==> src/rtl/alu_pkg.sv <==
// Shared constants and state encoding for the SimpleALU multiplier path.
package alu_pkg;

  localparam int WIDTH = 16;
  localparam int CNT_W = $clog2(WIDTH) + 1;

  typedef enum logic [1:0] {
    IDLE = 2'd0,
    BUSY = 2'd1,
    DONE = 2'd2
  } state_t;

endpackage

==> src/rtl/shift_add_mult_16bit_if.sv <==
// Operand-in / product-out handshake bundle for the shift-and-add multiplier.
// Both channels use valid/ready: a transfer happens on a rising clock edge
// where valid and ready are both 1; the sender holds valid and data stable
// until that edge, and the receiver may drive ready independently of valid.
interface shift_add_mult_16bit_if;

  logic                         in_valid;
  logic                         in_ready;
  logic [alu_pkg::WIDTH-1:0]    in_a;
  logic [alu_pkg::WIDTH-1:0]    in_b;
  logic                         out_valid;
  logic                         out_ready;
  logic [2*alu_pkg::WIDTH-1:0]  out_prod;

  // Issue logic / writeback side
  modport master (
    output in_valid, in_a, in_b, out_ready,
    input  in_ready, out_valid, out_prod
  );

  // Multiplier side
  modport slave (
    input  in_valid, in_a, in_b, out_ready,
    output in_ready, out_valid, out_prod
  );

endinterface

==> src/rtl/mult_shift_reg.sv <==
// Product shift register {acc_hi, lo}: loads the multiplier into lo with a
// cleared accumulator, then each shift step takes the adder's 17-bit result
// into the top and shifts the consumed multiplier bit out of the bottom.
module mult_shift_reg
  import alu_pkg::*;
(
  input  logic                 clock,
  input  logic                 reset_n,
  input  logic                 load,
  input  logic                 shift,
  input  logic [WIDTH-1:0]     load_lo,
  input  logic [WIDTH-1:0]     sum,
  input  logic                 cout,
  output logic [2*WIDTH-1:0]   prod
);

  // Load takes priority; shift only happens while the top is BUSY
  always_ff @(posedge clock or negedge reset_n) begin
    if (!reset_n) begin
      prod <= '0;
    end else if (load) begin
      prod <= {{WIDTH{1'b0}}, load_lo};
    end else if (shift) begin
      prod <= {cout, sum, prod[WIDTH-1:1]};
    end
  end

endmodule

==> src/rtl/shift_add_mult_16bit.sv <==
// Sequential unsigned 16x16 multiplier. One shift-and-add step per BUSY
// cycle through an external adder; fixed 16-cycle iteration, product held
// in DONE until the consumer takes it.
module shift_add_mult_16bit
  import alu_pkg::*;
(
  input  logic                    clock,
  input  logic                    reset_n,
  shift_add_mult_16bit_if.slave   bus,
  output logic [WIDTH-1:0]        adder_in1,
  output logic [WIDTH-1:0]        adder_in2,
  output logic                    adder_cin,
  input  logic [WIDTH-1:0]        adder_sum,
  input  logic                    adder_cout,
  output state_t                  dbg_state
);

  state_t              state;
  logic [CNT_W-1:0]    cnt;
  logic [WIDTH-1:0]    mcand;
  logic                in_ready_q;
  logic                out_valid_q;
  logic [2*WIDTH-1:0]  prod;
  logic                accept;
  logic                shift;

  assign accept = (state == IDLE) && bus.in_valid && in_ready_q;
  assign shift  = (state == BUSY);

  // Control FSM: iteration counter, multiplicand capture, registered handshakes
  always_ff @(posedge clock or negedge reset_n) begin
    if (!reset_n) begin
      state       <= IDLE;
      cnt         <= '0;
      mcand       <= '0;
      in_ready_q  <= 1'b1;
      out_valid_q <= 1'b0;
    end else begin
      case (state)
        IDLE: begin
          if (accept) begin
            state      <= BUSY;
            mcand      <= bus.in_a;
            cnt        <= '0;
            in_ready_q <= 1'b0;
          end
        end
        BUSY: begin
          cnt <= cnt + CNT_W'(1);
          if (cnt == CNT_W'(WIDTH - 1)) begin
            state       <= DONE;
            out_valid_q <= 1'b1;
          end
        end
        DONE: begin
          // Return to IDLE only; the next accept is at least one cycle later
          if (out_valid_q && bus.out_ready) begin
            state       <= IDLE;
            out_valid_q <= 1'b0;
            in_ready_q  <= 1'b1;
          end
        end
        default: begin
          state       <= IDLE;
          cnt         <= '0;
          in_ready_q  <= 1'b1;
          out_valid_q <= 1'b0;
        end
      endcase
    end
  end

  mult_shift_reg u_shift_reg (
    .clock   (clock),
    .reset_n (reset_n),
    .load    (accept),
    .shift   (shift),
    .load_lo (bus.in_b),
    .sum     (adder_sum),
    .cout    (adder_cout),
    .prod    (prod)
  );

  // Adder operands come straight from registers, so they are never X
  assign adder_in1 = prod[2*WIDTH-1:WIDTH];
  assign adder_in2 = prod[0] ? mcand : '0;
  assign adder_cin = 1'b0;

  assign bus.in_ready  = in_ready_q;
  assign bus.out_valid = out_valid_q;
  assign bus.out_prod  = prod;
  assign dbg_state     = state;

endmodule

==> src/flat_wrapper.sv <==
// flat-port wrapper written by rule: the top's interface ports become plain ports
module shift_add_mult_16bit_flat import alu_pkg::*;
  (clock, reset_n, adder_in1, adder_in2, adder_cin, adder_sum, adder_cout, dbg_state, bus_in_valid, bus_in_a, bus_in_b, bus_out_ready, bus_in_ready, bus_out_valid, bus_out_prod);
  shift_add_mult_16bit_if bus_i ();
  input  logic clock;
  input  logic reset_n;
  output logic [WIDTH-1:0] adder_in1;
  output logic [WIDTH-1:0] adder_in2;
  output logic adder_cin;
  input  logic [WIDTH-1:0] adder_sum;
  input  logic adder_cout;
  output state_t dbg_state;
  input wire logic [$bits(bus_i.in_valid)-1:0] bus_in_valid;
  input wire logic [$bits(bus_i.in_a)-1:0] bus_in_a;
  input wire logic [$bits(bus_i.in_b)-1:0] bus_in_b;
  input wire logic [$bits(bus_i.out_ready)-1:0] bus_out_ready;
  output wire logic [$bits(bus_i.in_ready)-1:0] bus_in_ready;
  output wire logic [$bits(bus_i.out_valid)-1:0] bus_out_valid;
  output wire logic [$bits(bus_i.out_prod)-1:0] bus_out_prod;
  assign bus_i.in_valid = bus_in_valid;
  assign bus_i.in_a = bus_in_a;
  assign bus_i.in_b = bus_in_b;
  assign bus_i.out_ready = bus_out_ready;
  assign bus_in_ready = bus_i.in_ready;
  assign bus_out_valid = bus_i.out_valid;
  assign bus_out_prod = bus_i.out_prod;
  shift_add_mult_16bit u_core (.clock(clock), .reset_n(reset_n), .bus(bus_i), .adder_in1(adder_in1), .adder_in2(adder_in2), .adder_cin(adder_cin), .adder_sum(adder_sum), .adder_cout(adder_cout), .dbg_state(dbg_state));
endmodule
==> config.mk <==
export PLATFORM = sky130hd
export DESIGN_NAME = shift_add_mult_16bit_flat
export DESIGN_NICKNAME = d
export VERILOG_FILES = /design/src/rtl/alu_pkg.sv /design/src/rtl/shift_add_mult_16bit_if.sv /design/src/rtl/mult_shift_reg.sv /design/src/rtl/shift_add_mult_16bit.sv /design/src/flat_wrapper.sv
export SDC_FILE = /design/constraint.sdc
export NUM_CORES = 1
export LEC_CHECK = 0
export BUFFER_PORTS_ARGS = -buffer_cell sky130_fd_sc_hd__buf_2
export CORE_MARGIN = 2
export CORE_UTILIZATION = 50
export DETAILED_ROUTE_END_ITERATION = 6
export PLACE_DENSITY = 0.94
export SYNTH_ARGS = -nofsm -noshare
export SYNTH_HDL_FRONTEND = slang
export SYNTH_SLANG_ARGS = --single-unit
==> constraint.sdc <==
create_clock -name clock -period 2.8 [get_ports clock]
set_input_delay 0.56 -clock clock [delete_from_list [all_inputs] [get_ports clock]]
set_output_delay 0.56 -clock clock [all_outputs]
set_load 0.02 [all_outputs]
==> qor.tcl, run 1 <==
set qor(run_status) {complete, no violations}
set qor(yosysUniqueCellTypes) 34
set qor(cts_tree) {built}
set qor(m1WireLength_mm) 2.33
set qor(timing.hold.worst.class) {in -> async}
set qor(numPortBuffers) 120
set qor(max_slew.worst_pin.slew_ps) 732
set qor(synth.yosys.seq_area_share_pct) 54.7
set qor(final-setup-viol-count) 0
set qor(fillCellCount) 405
set qor(switching_fraction_pct) 38.2
set qor(avgRoutedWirePerCell_um) 12.8
set qor(netSwitchingPower_mw) 1.45
set qor(highest_layer) {met4}
set qor(place.detailed.hpwl_mm) 3.91
set qor(final_core_utilization_pct) 66.6
set qor(synth_top_family_by_area) {compound AO/OA/AOI/OAI gates}
set qor(tns_ps) 0
set qor(die_w_um) 76.3
set qor(viasPerCell) 4.98
set qor(max-slew-margin-rel_pct) 51.2
set qor(syn_area_um2) 2610
set qor(diodes) 0
set qor(place.gp.congestion) 0.735
set qor(wl_met3_um) 339
set qor(synth_nets) 287
set qor(syn_avg_cell_area_um2) 11.3
set qor(chipHeight_um) 76.3
set qor(r2r_start) {u_core.dbg_state[1]}
set qor(starting_density_pct) 51.4
set qor(synth.ff_latch_count) 57
set qor(routed-wl-met2_mm) 2.55
set qor(max_cap_violations) 0
set qor(unrepaired_setup_endpoints_after_global_routing) {no}
set qor(cp_max_fo) 18
set qor(detail_route.wirelength_mm) 5.27
set qor(startpoint_type) {flip-flop}
set qor(cp-startpoint) {u_core.u_shift_reg.prod[0]}
set qor(finalNetCount) 392
set qor(synthesized_area_fraction_occupied_by_and_or_nand_nor_cells_pct) 10.6
set qor(power_report.internal_total_mw) 2.35
set qor(synth_compound_area_share_pct) 17.0
set qor(cts.path.max_buffers) 2
set qor(worstSetupEndpointType) {output port}
set qor(final.period_utilization_pct) 64.1
set qor(clkSlewWorstSetupHoldPaths_ps) 60
set qor(drive_above_1_share_pct) 46.5
set qor(antenna_left) 0
set qor(clockRootBuffer) {sky130_fd_sc_hd__clkbuf_8}
set qor(placedCellCount) 396
set qor(fin_total_pwr_mw) 3.80
set qor(maxSlewViolCount) 0
set qor(clock-sinks) 57
set qor(max_clock_freq_mhz) 557
set qor(final.setup_skew_ps) 9.03
set qor(kind_of_critical_path) {reg -> out}
set qor(share_comb_of_total_power_pct) 38.6
set qor(drt_iter0_drc) 39
set qor(core_region_area_um2) 5070
set qor(clkPwrFrac_pct) 24.3
set qor(routed-via-count) 2053
set qor(p_leak_nw) 1.93
set qor(syn2layout_area_growth_pct) 29.5
set qor(antenna_violations_before_repair) 0
set qor(die_area_um2) 5810
set qor(yosys.area_share.adder_pct) 0.959
set qor(cts_max_level) 3
set qor(cts-buffers-inserted) 9
set qor(share_seq_of_total_power_pct) 37.2
set qor(top_level_ports) 122
set qor(wire_length_of_the_first_global_routing_pass_mm) 8.65
set qor(instances_no_fill) 412
set qor(timing.final.hold_violations) 0
set qor(ir_drop_v) 0.000665
set qor(synth_xor_xnor_area_share_pct) 0.336
set qor(remaining_design_rule_violation_count) 0
set qor(crit_arrival_ps) 1240
set qor(grt.total_usage_pct) 18.5
set qor(clkLatencyLatePin_ps) 320
set qor(postCtsSetupBuffers) 0
set qor(grt_start_max_net_pins) 26
set qor(drt-pass1-iter-count) 4
set qor(core.rowCount) 26
set qor(cts_hold_repair.buffers) 0
set qor(netlist_instances) 232
set qor(synth_mux_area_share_pct) 7.72
set qor(cts_resized) 0
set qor(power_density_nw_per_um2) 1130
set qor(required_ps) 2240
set qor(first_global_vias) 1944
set qor(ys_warn_count) 0
set qor(timing.final.crit_period_ps) 1800
set qor(grt-ovfl-total) 0
==> synthesized netlist by cell type (all sizes together) <==
cell type,n,area share (%)
a211oi,1,0.29
a21o,17,4.9
a21oi,5,0.96
a22o,18,6.0
a31oi,1,0.24
and2,16,3.8
and3,1,0.24
and4bb,1,0.62
buf,29,8.0
clkbuf,2,0.29
conb,1,0.14
dfrtp,56,54
dfstp,1,1.0
ha,2,0.96
inv,2,0.29
mux2,17,7.3
mux2i,1,0.38
nand2,33,4.7
nand2b,1,0.24
nand3,1,0.19
nor2,3,0.53
nor2b,1,0.24
o21a,1,0.29
o21ai,16,3.1
o21bai,1,0.29
o22a,1,0.34
o22ai,1,0.24
o2bb2ai,1,0.34
xnor2,1,0.34
==> power groups by stage <==
stage          Sequential, mW  Combinational [mW]  Clock, mW
2_1_floorplan            1.63               0.903          0
3_3_place_gp             1.41                1.45          0
3_5_place_dp             1.42                1.49          0
4_1_cts                  1.41                1.49      0.947
5_1_grt                  1.47                1.59      0.976
6_report                 1.41                1.47      0.922
==> layout make-up <==
| type | instances | area (µm²) | share of cell area (%) |
|---|---|---|---|
| clock buffers | 11 | 141 | 4.18 |
| clock inverters | 5 | 103 | 3.04 |
| inverters | 2 | 7.51 | 0.222 |
| multi-input cells | 142 | 962 | 28.5 |
| flip-flops and latches | 57 | 1430 | 42.2 |
| well taps | 70 | 87.6 | 2.59 |
| repair buffers | 125 | 651 | 19.3 |
==> per-layer routing <==
layer / vias to the layer above / global-route usage [%]
met2: 89 / 31.4
li1: 996 / -
met5: - / 0
met1: 961 / 23.4
met4: 0 / 7.09
met3: 7 / 3.79
==> final timing paths <==
kind,end,slack [ps],depth (start not counted)
worst max-delay path,adder_in2[3],1000,2
worst min-delay path,u_core.mcand[1],180,1
worst max register to register,u_core.mcand[9],1020,3
worst min register to register,u_core.mcand[4],500,1
max in group asynchronous,u_core.bus.in_ready,1950,2
min in group clock,u_core.u_shift_reg.prod[27],440,3
==> sequential cells by signal (all words and copies together), names as in the netlist <==
register	count
u_core.bus.in_ready	1
u_core.bus.out_valid	1
u_core.cnt	5
u_core.dbg_state	2
u_core.mcand	16
u_core.u_shift_reg.prod	32
==> stage by stage <==
step                hold slack [ps]  setup slack (ps)  instance area, µm²
global placement                461               967                3140
finish                          178              1000                3380
detailed placement              486               942                3140
floorplan                       264              1150                2610
CTS                             181               972                3380
global route                    202               874                3380
==> critical path, stage by stage (launching register included) <==
cell and delay [ps]:
sky130_fd_sc_hd__dfrtp_1 570, sky130_fd_sc_hd__and2_1 190, sky130_fd_sc_hd__buf_2 160
==> cell usage in the layout, fill, tap and decap left out, drive strengths merged, types with 2 or more instances in the layout <==
master / instances
and2: 16
bufinv: 3
a22o: 18
dfrtp: 56
mux2: 17
ha: 2
a21oi: 5
clkbuf: 11
nor2: 3
nand2: 33
inv: 2
o21ai: 16
a21o: 17
buf: 125
==> logic make-up after synthesis <==
| logic type | after synthesis |
|---|---|
| adders and majority gates | 2 |
| and+or+nand+nor | 57 |
| other | 1 |
| xor gates and xnor gates | 1 |
| buffers and inverters | 33 |
| DFF | 57 |
| muxes | 18 |
| AOI/OAI and AO/OA | 63 |
Power figures use the tool's default switching activity.
==> run 2: changes to the inputs <==
--- a/config.mk
+++ b/config.mk
@@ -5,11 +5,12 @@
 export SDC_FILE = /design/constraint.sdc
 export NUM_CORES = 1
 export LEC_CHECK = 0
+export ABC_AREA = 1
 export BUFFER_PORTS_ARGS = -buffer_cell sky130_fd_sc_hd__buf_2
 export CORE_MARGIN = 2
-export CORE_UTILIZATION = 50
+export CORE_UTILIZATION = 43
 export DETAILED_ROUTE_END_ITERATION = 6
-export PLACE_DENSITY = 0.94
+export PLACE_DENSITY = 0.85
 export SYNTH_ARGS = -nofsm -noshare
 export SYNTH_HDL_FRONTEND = slang
 export SYNTH_SLANG_ARGS = --single-unit
==> constraint.sdc (replaced) <==
create_clock -name clock -period 1.5 [get_ports clock]
set_input_delay 0.3 -clock clock [delete_from_list [all_inputs] [get_ports clock]]
set_output_delay 0.3 -clock clock [all_outputs]
set_load 0.02 [all_outputs]
==> qor.tcl, run 2 <==
set qor(r2r_start) {u_core.dbg_state[1]}
set qor(critical_path_buf_inv_count) 3
set qor(synth.ff_latch_count) 57
set qor(min_delay_path_depth) 3
set qor(ff2ff_path_depth) 6
set qor(synth.cells.most_frequent) {sky130_fd_sc_hd__nand2_1, sky130_fd_sc_hd__dfrtp_1, sky130_fd_sc_hd__inv_1, sky130_fd_sc_hd__nor2_1, sky130_fd_sc_hd__nand2_2}
set qor(cts.path.max_buffers) 2
set qor(r2r_slack_ps) 120
set qor(clkSlewWorstSetupHoldPaths_ps) 60
set qor(power_density_nw_per_um2) 2210
set qor(grt.total_usage_pct) 17.4
set qor(numPortBuffers) 120
set qor(p_leak_nw) 2.29
set qor(place.detailed.hpwl_mm) 4.29
set qor(clock-sinks) 57
set qor(final.setup_skew_ps) 11.8
set qor(critical-path-slowest-cell) {sky130_fd_sc_hd__dfrtp_2}
set qor(critical_path.cell_chain) {buf_12 -> nand2_1 -> inv_1 -> buf_2}
set qor(final_core_utilization_pct) 56.7
set qor(layout_common_cells) {sky130_fd_sc_hd__nand2_1, sky130_fd_sc_hd__buf_2, sky130_fd_sc_hd__dfrtp_1, sky130_fd_sc_hd__inv_1, sky130_fd_sc_hd__nor2_1}
set qor(avgRoutedWirePerCell_um) 10.9
set qor(required_ps) 1200
set qor(critPathTopFamily) {flip-flops}
set qor(fillCellCount) 599
set qor(antenna_left) 0
set qor(antenna_violations_before_repair) 0
set qor(core.rowCount) 29
set qor(synth.most_common_cell) {sky130_fd_sc_hd__nand2_1}
set qor(viasPerCell) 4.40
set qor(post-synth-top-area-fraction_pct) 48.4
set qor(clockRootBuffer) {sky130_fd_sc_hd__clkbuf_8}
set qor(worst_hold_path.endpoint) {u_core.mcand[11]}
set qor(routed-via-count) 2491
set qor(run_status) {complete, no violations}
set qor(timing.hold.worst.class) {in -> reg}
set qor(syn2layout_area_growth_pct) 25.6
set qor(layout_commonest_cell) {sky130_fd_sc_hd__nand2_1}
set qor(syn_area_um2) 2900
set qor(crit_path_max_incr_delay_ps) 410
set qor(postSynth.asyncResetShare_pct) 100
set qor(timing.final.hold_violations) 0
set qor(number_of_flops_mapped_to_enable_cells_by_yosys) 0
set qor(cts-buffers-inserted) 9
set qor(cp_num_cells) 4
set qor(cts_tree) {built}
set qor(synth.yosys.seq_area_share_pct) 49.3
set qor(final-setup-viol-count) 0
set qor(starting_density_pct) 45.1
set qor(preCtsSetupSlack_ps) 31.1
set qor(maxSlewViolCount) 0
set qor(drt-pass1-iter-count) 4
set qor(holdCritStartpoint) {bus_in_a[11]}
set qor(top_level_ports) 122
set qor(finalNetCount) 539
set qor(synth_compound_area_share_pct) 1.17
set qor(clkLatencyLatePin_ps) 330
set qor(max-slew-margin-rel_pct) 58.6
set qor(die_w_um) 86.1
set qor(ir_drop_v) 0.00103
set qor(drive_above_1_share_pct) 36.6
set qor(remaining_design_rule_violation_count) 0
set qor(place.gp.congestion) 0.751
set qor(startpoint_type) {flip-flop}
set qor(synthesized_area_fraction_occupied_by_and_or_nand_nor_cells_pct) 32.9
set qor(diodes) 0
set qor(wire_length_of_the_first_global_routing_pass_mm) 10.2
set qor(chipHeight_um) 86.1
set qor(synth_xor_xnor_area_share_pct) 0
set qor(max_clock_freq_mhz) 703
set qor(cts_max_level) 3
set qor(synth_top_family_by_area) {simple AND/OR/NAND/NOR gates}
set qor(largest-register) {u_core.u_shift_reg.prod}
set qor(yosys.area_share.adder_pct) 0.864
set qor(core_region_area_um2) 6420
set qor(max_cap_violations) 0
set qor(instances_no_fill) 566
set qor(detail_route.wirelength_mm) 6.17
set qor(die_area_um2) 7410
set qor(netlist_instances) 374
set qor(synth_top_flop_cell) {sky130_fd_sc_hd__dfrtp_1}
set qor(cp_max_fo) 18
set qor(largest_reg_flops) 32
set qor(worstSetupEndpointType) {output port}
set qor(ys_warn_count) 0
set qor(synth_top_cell_by_area) {sky130_fd_sc_hd__dfrtp_1}
set qor(final.period_utilization_pct) 94.9
set qor(fin_total_pwr_mw) 8.04
set qor(largest_registers) {u_core.u_shift_reg.prod: 32 flops, u_core.mcand: 16 flops, u_core.cnt: 5 flops}
set qor(synth_area_leaders) {sky130_fd_sc_hd__dfrtp_1, sky130_fd_sc_hd__nand2_1, sky130_fd_sc_hd__nand2_2, sky130_fd_sc_hd__inv_1, sky130_fd_sc_hd__nor2_1}
set qor(kind_of_critical_path) {reg -> out}
set qor(unrepaired_setup_endpoints_after_global_routing) {no}
set qor(grt_start_max_net_pins) 58
set qor(yosysUniqueCellTypes) 23
set qor(syn_avg_cell_area_um2) 7.75
set qor(synth_nets) 429
set qor(max_slew.worst_pin.slew_ps) 619
set qor(crit_arrival_ps) 1120
set qor(timing.final.crit_period_ps) 1420
set qor(drt_iter0_drc) 77
set qor(crit-reg2reg-capture) {u_core.u_shift_reg.prod[19]}
set qor(tns_ps) 0
set qor(grt-ovfl-total) 0
set qor(postLayoutSetupSlackWorst_ps) 76.5
set qor(placedCellCount) 547
set qor(first_global_vias) 2328
set qor(synth_mux_area_share_pct) 0
## run 2: changes by cell type after synthesis, moves of 13 or more
cell,change
sky130_fd_sc_hd__nand2_1,+99
sky130_fd_sc_hd__mux2_2,-15
sky130_fd_sc_hd__a22o_1,-18
sky130_fd_sc_hd__o21ai_0,-13
sky130_fd_sc_hd__and2_1,-16
sky130_fd_sc_hd__a21o_1,-17
sky130_fd_sc_hd__nor2_1,+47
sky130_fd_sc_hd__inv_1,+50
sky130_fd_sc_hd__nand2_2,+32
## run 2: repair_timing
action                                  in CTS  in global routing
endpoints found under the setup margin      17                 30
endpoints found under the hold margin       56                  0
hold buffers                                 1                  0
pin swaps                                    0                  2
buffers inserted                             0                  1
resized for setup                            1                  2
gates cloned                                 0                  1
## run 2: logic make-up (layout without fill, tap and decap cells)
logic type      Yosys count  after routing
simple gates            223            224
buf+inv                  85            199
flops                    57             57
compound gates            6              6
fa+ha+maj                 2              2
other cells               1              1
## run 2: how the worst max path moves through the flow
| stage | start | to |
|---|---|---|
| after floorplan | u_core.u_shift_reg.prod[0] | adder_in2[0] |
| after global placement | u_core.bus.in_ready | u_core.cnt[1] |
| after detailed placement | u_core.bus.in_ready | u_core.cnt[3] |
| after CTS | u_core.bus.in_ready | u_core.cnt[2] |
| after global routing | u_core.cnt[0] | u_core.dbg_state[1] |
| final | u_core.u_shift_reg.prod[0] | adder_in2[14] |
## run 2: cell type report
cell class | instances | area (µm²) | area share [%]
clock buffers | 15 | 146 | 4.02
clock inverters | 1 | 30.0 | 0.825
inverters | 55 | 206 | 5.67
multi-input cells | 233 | 1030 | 28.3
flip-flops and latches | 57 | 1430 | 39.3
well taps | 77 | 96.3 | 2.65
repair buffers | 128 | 701 | 19.3
## run 2: where the power goes
group,internal [mW],switching (mW)
combinational,1.34,2.56
sequential,2.27,0.557
clock,0.772,0.546
## run 2: routing by layer
metal | global-route usage, % | routed length [µm] | vias up | share of wire, %
met5 | 0 | 0 | - | 0
met1 | 22.0 | 2880 | 1114 | 47
met2 | 28.5 | 2830 | 88 | 46
met3 | 3.66 | 398 | 5 | 6.4
li1 | - | - | 1284 | -
met4 | 7.79 | 61 | 0 | 0.99
## run 2: per-stage QoR
stage          cell area (µm²)  hold WS (ps)
6_report                  3640           168
5_1_grt                   3640           170
4_1_cts                   3600           150
3_5_place_dp              3420           327
3_3_place_gp              3420           322
2_1_floorplan             2900          4.41
## run 2: worst register-to-register path: stages (launching register included)
cell                      delay, ps
sky130_fd_sc_hd__dfrtp_1        430
sky130_fd_sc_hd__inv_2           70
sky130_fd_sc_hd__nand2_2         90
sky130_fd_sc_hd__nor2_4          70
sky130_fd_sc_hd__nor2_4         510
sky130_fd_sc_hd__nand2_2         70
sky130_fd_sc_hd__nand2_1         80
==> run 3: changes to the inputs <==
--- a/config.mk
+++ b/config.mk
@@ -11,6 +11,7 @@
 export CORE_UTILIZATION = 43
 export DETAILED_ROUTE_END_ITERATION = 6
 export PLACE_DENSITY = 0.85
+export RECOVER_POWER = 100
 export SYNTH_ARGS = -nofsm -noshare
 export SYNTH_HDL_FRONTEND = slang
 export SYNTH_SLANG_ARGS = --single-unit
==> qor.tcl, run 3 (synthesized netlist as in run 2, its figures left out) <==
set qor(worst_hold_path.endpoint) {u_core.mcand[11]}
set qor(layout_commonest_cell) {sky130_fd_sc_hd__nand2_1}
set qor(fillCellCount) 640
set qor(run_status) {complete, no violations}
set qor(clock-sinks) 57
set qor(tns_ps) 0
set qor(max_slew.worst_pin.slew_ps) 764
set qor(final.setup_skew_ps) 11.0
set qor(syn2layout_area_growth_pct) 22.5
set qor(drt_iter0_drc) 74
set qor(largest-register) {u_core.u_shift_reg.prod}
set qor(drive_above_1_share_pct) 26.0
set qor(holdWs_ps) 168
set qor(top_level_ports) 122
set qor(chipHeight_um) 86.1
set qor(ir_drop_v) 0.000979
set qor(cts_tree) {built}
set qor(timing.final.hold_violations) 0
set qor(detail_route.wirelength_mm) 6.19
set qor(viasPerCell) 4.39
set qor(holdCritStartpoint) {bus_in_a[11]}
set qor(avgRoutedWirePerCell_um) 10.9
set qor(grt_start_max_net_pins) 58
set qor(starting_density_pct) 45.1
set qor(final-setup-viol-count) 0
set qor(max-slew-margin-rel_pct) 49.0
set qor(worstSetupEndpointType) {output port}
set qor(r2r_start) {u_core.dbg_state[1]}
set qor(wire_length_of_the_first_global_routing_pass_mm) 10.2
set qor(critical_path.cell_chain) {buf_6 -> nand2_1 -> inv_1 -> clkbuf_2}
set qor(first_global_vias) 2328
set qor(core_region_area_um2) 6420
set qor(final_core_utilization_pct) 55.3
set qor(crit-reg2reg-capture) {u_core.u_shift_reg.prod[19]}
set qor(r2r_slack_ps) 110
set qor(grt-ovfl-total) 0
set qor(power_density_nw_per_um2) 2210
set qor(die_area_um2) 7410
set qor(cp_max_fo) 18
set qor(unrepaired_setup_endpoints_after_global_routing) {no}
set qor(finalNetCount) 539
set qor(startpoint_type) {flip-flop}
set qor(final.period_utilization_pct) 94.5
set qor(preCtsSetupSlack_ps) 31.1
set qor(max_clock_freq_mhz) 705
set qor(cts.path.max_buffers) 2
set qor(maxSlewViolCount) 0
set qor(max_cap_violations) 0
set qor(crit_arrival_ps) 1120
set qor(clockRootBuffer) {sky130_fd_sc_hd__clkbuf_8}
set qor(die_w_um) 86.1
set qor(drt-pass1-iter-count) 5
set qor(grt.total_usage_pct) 17.4
set qor(numPortBuffers) 120
set qor(place.detailed.hpwl_mm) 4.29
set qor(timing.hold.worst.class) {in -> reg}
set qor(routed-via-count) 2486
set qor(min_delay_path_depth) 3
set qor(largest_registers) {u_core.u_shift_reg.prod: 32 flops, u_core.mcand: 16 flops, u_core.cnt: 5 flops}
set qor(place.gp.congestion) 0.751
set qor(layout_common_cells) {sky130_fd_sc_hd__nand2_1, sky130_fd_sc_hd__clkbuf_1, sky130_fd_sc_hd__buf_2, sky130_fd_sc_hd__dfrtp_1, sky130_fd_sc_hd__inv_1}
set qor(remaining_design_rule_violation_count) 0
set qor(timing.final.crit_period_ps) 1420
set qor(largest_reg_flops) 32
set qor(antenna_left) 0
set qor(postLayoutSetupSlackWorst_ps) 81.9
set qor(required_ps) 1200
set qor(diodes) 0
set qor(kind_of_critical_path) {reg -> out}
set qor(antenna_violations_before_repair) 0
set qor(cts-buffers-inserted) 9
set qor(core.rowCount) 29
set qor(clkLatencyLatePin_ps) 330
set qor(critical-path-slowest-cell) {sky130_fd_sc_hd__dfrtp_2}
set qor(p_leak_nw) 2.10
set qor(ff2ff_path_depth) 6
set qor(crit_path_max_incr_delay_ps) 390
set qor(clkSlewWorstSetupHoldPaths_ps) 60
set qor(cts_max_level) 3
-- run 3: cell types whose count changed in the layout (fill, tap and decap cells not counted) --
| cell | change |
|---|---|
| sky130_fd_sc_hd__buf_12 | -2 |
| sky130_fd_sc_hd__buf_6 | +1 |
| sky130_fd_sc_hd__dfstp_2 | -1 |
| sky130_fd_sc_hd__dfstp_1 | +1 |
| sky130_fd_sc_hd__clkbuf_4 | +1 |
| sky130_fd_sc_hd__clkbuf_2 | +15 |
| sky130_fd_sc_hd__clkbuf_1 | +51 |
| sky130_fd_sc_hd__buf_4 | -1 |
| sky130_fd_sc_hd__buf_2 | -65 |
-- run 3: how the worst max path moves through the flow --
stage                                    start            end  depth (start not counted)
global route        u_core.u_shift_reg.prod[0]  adder_in2[14]                          4
floorplan           u_core.u_shift_reg.prod[0]   adder_in2[0]                          4
detailed placement         u_core.bus.in_ready  u_core.cnt[3]                          5
CTS                        u_core.bus.in_ready  u_core.cnt[2]                          5
finish              u_core.u_shift_reg.prod[0]   adder_in2[5]                          4
global placement           u_core.bus.in_ready  u_core.cnt[1]                          5
-- run 3: layout make-up --
type	count	area, µm²	area share, %
clock inverter	1	30.0	0.846
multi-input combinational	233	1030	29.0
inverter	55	206	5.81
tap	77	96.3	2.71
sequential	57	1430	40.2
clock buffer	15	146	4.12
timing repair buffer	128	613	17.3
-- run 3: layer usage --
layer  track usage [%]  vias up  wire, µm  share of wire (%)
li1                  -     1284         -                  -
met1              22.0     1104      2880                 47
met2              28.5       91      2820                 46
met3              3.66        7       421                6.8
met4              7.79        0        65                1.1
met5                 0        -         0                  0
-- run 3: repair_timing --
action,4_1_cts,5_1_grt
cloned,0,1
setup endpoints to repair,17,30
gates resized for setup,1,2
endpoints found under the hold margin,56,0
hold buffers,1,0
buffers inserted,0,1
pin swaps,0,2
-- run 3: stage by stage --
step           area (µm²)  instances  power [mW]
2_1_floorplan        2900        374        5.91
3_3_place_gp         3420        547        6.55
3_5_place_dp         3420        547        6.68
4_1_cts              3600        564        8.04
5_1_grt              3550        566        8.49
6_report             3550        566        7.83
-- run 3: worst max-delay path: cells and delay by family (launching register included) --
kind          cells  cell delay (ps)
buf+inv           3              330
flops             1              390
simple gates      1               70
-- run 3: power by group --
part           switching, mW  internal (mW)
Combinational           2.56           1.12
Clock                  0.548          0.772
Sequential             0.572           2.26
Total                   3.68           4.15
